===== src/rtl/computer16_pkg.sv =====
// Shared Computer16 constants: word width, jump-condition bit layout and PC FSM states.
// Optional return-address register is enabled with `define PC_LINK_EN (see pc_branch_unit).
package computer16_pkg;

    localparam int WORD_W = 16;

    // Bit positions inside the 3-bit jmp field {lt, eq, gt}
    localparam int J_LT = 2;
    localparam int J_EQ = 1;
    localparam int J_GT = 0;

    localparam logic [2:0] JMP_NULL   = 3'b000;
    localparam logic [2:0] JMP_ALWAYS = 3'b111;

    typedef enum logic {
        RUN  = 1'b0,
        HALT = 1'b1
    } pc_state_t;

endpackage


===== src/rtl/or16_reduce.sv =====
// 16-bit OR reduction as a two-level tree of or4 cells (4x4 -> 4 -> 1).
module or16_reduce (
    input  logic [15:0] data,
    output logic        any
);

    logic [3:0] grp;

    generate
        for (genvar gi = 0; gi < 4; gi++) begin : g_leaf
            or4 u_or4 (
                .a (data[gi*4 +: 4]),
                .y (grp[gi])
            );
        end
    endgenerate

    or4 u_or4_root (
        .a (grp),
        .y (any)
    );

endmodule


===== src/rtl/or4.sv =====
// Four-input OR gate, the leaf cell of the wide OR reduction tree.
module or4 (
    input  logic [3:0] a,
    output logic       y
);

    assign y = a[0] | a[1] | a[2] | a[3];

endmodule


===== src/rtl/pc_branch_unit.sv =====
// Computer16 program counter with jump-condition evaluation and jump-to-self halt detection.
// Define PC_LINK_EN to add the link_addr return-address register.
module pc_branch_unit #(
    parameter int                           WORD_W   = computer16_pkg::WORD_W,
    parameter logic [computer16_pkg::WORD_W-1:0] RESET_PC = '0
) (
    input  logic              clk,
    input  logic              reset,
    input  logic              stall,
    input  logic              is_c,
    input  logic [2:0]        jmp,
    input  logic [WORD_W-1:0] a_reg,
    input  logic [WORD_W-1:0] alu_out,
    output logic              zr,
    output logic              ng,
    output logic [WORD_W-1:0] pc,
    output logic              jump_taken,
    output logic              halted
`ifdef PC_LINK_EN
    ,
    output logic [WORD_W-1:0] link_addr
`endif
);

    import computer16_pkg::*;

    pc_state_t         state_reg, state_next;
    logic [WORD_W-1:0] pc_reg, pc_next;
    logic              jump_taken_reg, jump_taken_next;
    logic [WORD_W-1:0] pc_inc;
    logic              alu_any;
    logic              take;

    or16_reduce u_zero_detect (
        .data (alu_out),
        .any  (alu_any)
    );

    assign zr = ~alu_any;
    assign ng = alu_out[WORD_W-1];

    assign take = is_c & ((jmp[J_LT] & ng) | (jmp[J_EQ] & zr) | (jmp[J_GT] & ~zr & ~ng));

    // Natural overflow of the adder gives the FFFF -> 0000 wrap
    assign pc_inc = pc_reg + WORD_W'(1);

`ifdef PC_LINK_EN
    logic [WORD_W-1:0] link_reg, link_next;
`endif

    always_comb begin
        state_next      = state_reg;
        pc_next         = pc_reg;
        jump_taken_next = jump_taken_reg;
`ifdef PC_LINK_EN
        link_next       = link_reg;
`endif
        case (state_reg)
            RUN: begin
                if (!stall) begin
                    if (take) begin
                        jump_taken_next = 1'b1;
`ifdef PC_LINK_EN
                        link_next       = pc_inc;
`endif
                        // A taken jump onto itself can never make progress: park the core
                        if (a_reg == pc_reg) begin
                            state_next = HALT;
                        end else begin
                            pc_next = a_reg;
                        end
                    end else begin
                        pc_next         = pc_inc;
                        jump_taken_next = 1'b0;
                    end
                end
            end
            HALT: begin
                jump_taken_next = 1'b0;
            end
            default: begin
                state_next = RUN;
            end
        endcase
    end

    always_ff @(posedge clk) begin
        if (reset) begin
            state_reg      <= RUN;
            pc_reg         <= RESET_PC;
            jump_taken_reg <= 1'b0;
`ifdef PC_LINK_EN
            link_reg       <= '0;
`endif
        end else begin
            state_reg      <= state_next;
            pc_reg         <= pc_next;
            jump_taken_reg <= jump_taken_next;
`ifdef PC_LINK_EN
            link_reg       <= link_next;
`endif
        end
    end

    assign pc         = pc_reg;
    assign jump_taken = jump_taken_reg;
    assign halted     = (state_reg == HALT);
`ifdef PC_LINK_EN
    assign link_addr  = link_reg;
`endif

endmodule

===== config.mk =====
export PLATFORM = sky130hd
export DESIGN_NAME = pc_branch_unit
export DESIGN_NICKNAME = d
export VERILOG_FILES = /design/src/rtl/computer16_pkg.sv /design/src/rtl/or16_reduce.sv /design/src/rtl/or4.sv /design/src/rtl/pc_branch_unit.sv
export SDC_FILE = /design/constraint.sdc
export NUM_CORES = 1
export LEC_CHECK = 0
export CAP_MARGIN = 20
export CORE_ASPECT_RATIO = 0.75
export CORE_MARGIN = 5
export CORE_UTILIZATION = 23
export DETAILED_ROUTE_END_ITERATION = 10
export DONT_BUFFER_PORTS = 1
export PLACE_DENSITY = 0.44
export SKIP_CTS_REPAIR_TIMING = 1
export SYNTH_ARGS = -nofsm -noshare
export SYNTH_HDL_FRONTEND = slang
export SYNTH_SLANG_ARGS = --single-unit

===== constraint.sdc =====
create_clock -name clk -period 3.75 [get_ports clk]
set_clock_uncertainty 0.15 [all_clocks]
set_input_delay 0.75 -clock clk [delete_from_list [all_inputs] [get_ports clk]]
set_output_delay 0.75 -clock clk [all_outputs]
set_load 0.01 [all_outputs]

==> reports/qor.yml <==
regArea_sq_um: 360
p_per_area_nw_per_um2: 285
fin_ws_ns: 1.09
sw_frac_of_total_pct: 30.5
netlist_area_sq_um: 1470
path_cells: "xnor2_2 > nand4_1 > or4_1 > o21ai_4 > mux2i_1 > nor2_1"
clk_latency_ns: 0.26
slowest_delay_ns: 0.79
grt-ovfl-total: 0
port_buffers: 0
hpwlAfterDp_um: 3630
netlist-cell-type-count: 44
avgSynthCellArea_sq_um: 7.88
clkTransAtPathRegs_ns: 0.08
dieArea_sq_um: 8120
dp_slack_ns: 0.911
tightest_slew_ns: 0.686
multi_input_area_sq_um: 1010
synth_fp_nets: 227
period_needed_ns: 2.66
rsz0062_at_grt: "no"
drt_iter0_markers: 118
synth-seq-cells: 18
worstPathArrival_ns: 2.67
max_freq_mhz: 375
grt_max_degree: 33
startpoint_type: "flop"
die_x_um: 102
ant_nets: 0
syn_inst: 187
status: "completed"
clk_path_buf_depth: 2
grt_pass1_wl_um: 7450
root_buffer: "clkbuf_8"
met1_usage_pct: 16.7
end_kind: "flop"
worst_path_max_delay_cell: "or4_1"
slew_violations: 0
required_ns: 3.76
hold_class: "input pin to flop"
path_max_fanout: 12
setup_tns_ns: 0
layout-drive-gt1-share_pct: 9.55
drv_cap: 0
p_comb_share_pct: 16.8
first_global_vias: 1313
period_share_pct: 71.0
busiest_layer: "met2"
initial_core_util_pct: 23.5
die_y_um: 79.3
antenna_found_initial: 0
intPower_uw: 304
vias: 1368
place.gp.congestion: 0.771
core_area_sq_um: 6260
fill_cells: 708
wl_um: 4820
nets: 220
ioPinCount: 59
critPathBufInv: 0
finalSetupViolCount: 0
grt_usage_pct: 12.1
antennaDiodeCount: 0
finalHoldViolCount: 0
drc: 0
ys_seq_area_share_pct: 24.5
use_met3_pct: 5.79
vias_per_cell: 5.28
leakage_uw: 0.000403
rows: 25
yosys_warnings: 0
wl_per_cell_um: 18.6
maxSlewHeadroom_pct: 53.8
pwr-share-seq_pct: 50.0
largest_register_ffs: 16
power_frac_clock_pct: 33.2
cts_sinks: 18
p_switching_uw: 134
syn_to_final_growth_pct: 4.25
firstDrtPassIters: 4
numCtsBuffers: 3
tritoncts: "done"
met2_usage_pct: 17.3
critPathKind: "flop to flop"
ir_worst_vdd_v: 0.000106
cts_max_level: 1
path_delay_family: "simple AND/OR/NAND/NOR gates"
## kinds of logic after synthesis
group | synth area share, %
buffers and inverters | 6.97
adder cells (fa/ha/maj) | 0.849
XOR/XNOR | 10.0
flip-flops | 24.5
AO/OA/AOI/OAI | 23.5
AND/OR/NAND/NOR | 29.9
multiplexers | 4.25
## synth_stat cells (all sizes together)
library cell / instances / area, sq um
nand3: 9 / 45.0
dfxtp: 18 / 360
nor3: 5 / 30.0
clkbuf: 4 / 15.0
a41oi: 1 / 8.76
mux2: 2 / 22.5
nand3b: 2 / 15.0
or2: 1 / 6.26
or4: 4 / 30.0
nand2b: 1 / 6.26
a2bb2oi: 1 / 8.76
a21bo: 1 / 10.0
o21ai: 8 / 51.3
nand4: 8 / 50.1
o31ai: 1 / 7.51
buf: 10 / 83.8
nor4: 5 / 31.3
and2: 2 / 12.5
a21o: 7 / 52.6
or3: 10 / 62.6
o21a: 2 / 15.0
nor2: 13 / 48.8
nand4b: 1 / 8.76
mux2i: 4 / 40.0
a311oi: 4 / 35.0
ha: 1 / 12.5
a21oi: 13 / 76.3
nand2: 19 / 78.8
o32ai: 1 / 8.76
a31oi: 2 / 12.5
o211ai: 8 / 60.1
xnor2: 16 / 148
nor2b: 1 / 6.26
inv: 1 / 3.75
and4: 1 / 8.76
## cell usage in the layout (no fill, tap or decap), types with 2 or more instances in the layout
| cell type | count |
|---|---|
| nand2_1 | 18 |
| dfxtp_1 | 18 |
| xnor2_1 | 15 |
| nor2_1 | 13 |
| a21oi_1 | 10 |
| or3_1 | 10 |
| nand3_1 | 9 |
| nand4_1 | 8 |
| o211ai_1 | 8 |
| a21o_1 | 7 |
| nor4_1 | 5 |
| or4_1 | 4 |
| nor3_1 | 4 |
| a311oi_1 | 4 |
| o21ai_1 | 4 |
| o21ai_0 | 3 |
| mux2i_1 | 3 |
| a21oi_2 | 3 |
| clkbuf_8 | 3 |
| and2_1 | 2 |
| o21a_1 | 2 |
| mux2_2 | 2 |
| nand3b_1 | 2 |
| a31oi_1 | 2 |
| buf_4 | 2 |
## final cells by class
type / count / share of cell area [%]
tap: 81 / 6.60
timing repair buffer: 2 / 0.978
multi-input combinational: 154 / 66.0
sequential: 18 / 23.5
clock buffer: 3 / 2.69
inverter: 1 / 0.244
## per-layer routing
metal | part of all wire (%) | wire, um
met2 | 41 | 1970
met4 | 0.39 | 19
met1 | 49 | 2350
met3 | 10 | 488
met5 | 0 | 0
## metrics by stage
step	total power, uW	cells	hold WS (ns)	cell area [sq um]	util (%)
after floorplan	286	187	0.371	1470	-
after global placement	297	256	0.403	1490	23.9
after detailed placement	297	256	0.403	1490	23.9
after CTS	447	259	0.384	1540	24.5
after global routing	466	259	0.374	1540	24.5
final	438	259	0.399	1540	24.5
## worst reg2reg max path, cell delays in order (launching register included)
cell and delay, ns:
dfxtp_1 0.63, xnor2_2 0.17, nand4_1 0.12, or4_1 0.79
o21ai_4 0.42, mux2i_1 0.23, nor2_1 0.05
## power by group through the flow
stage	clock network, uW	logic [uW]	registers (uW)
3_5_place_dp	0	72.8	224
6_report	145	73.6	219
5_1_grt	163	81.6	222
3_3_place_gp	0	73.1	224
2_1_floorplan	0	69.7	217
4_1_cts	154	73.4	219
## final timing paths
kind,end,depth (start not counted),start,slack (ns)
max,pc[1],6,pc[7],1.09
min,pc[9],1,reset,0.40
max reg2reg,pc[1],6,pc[7],1.09
min reg2reg,jump_taken,2,jump_taken,0.41
No activity file was read; power rests on OpenSTA's default activity.
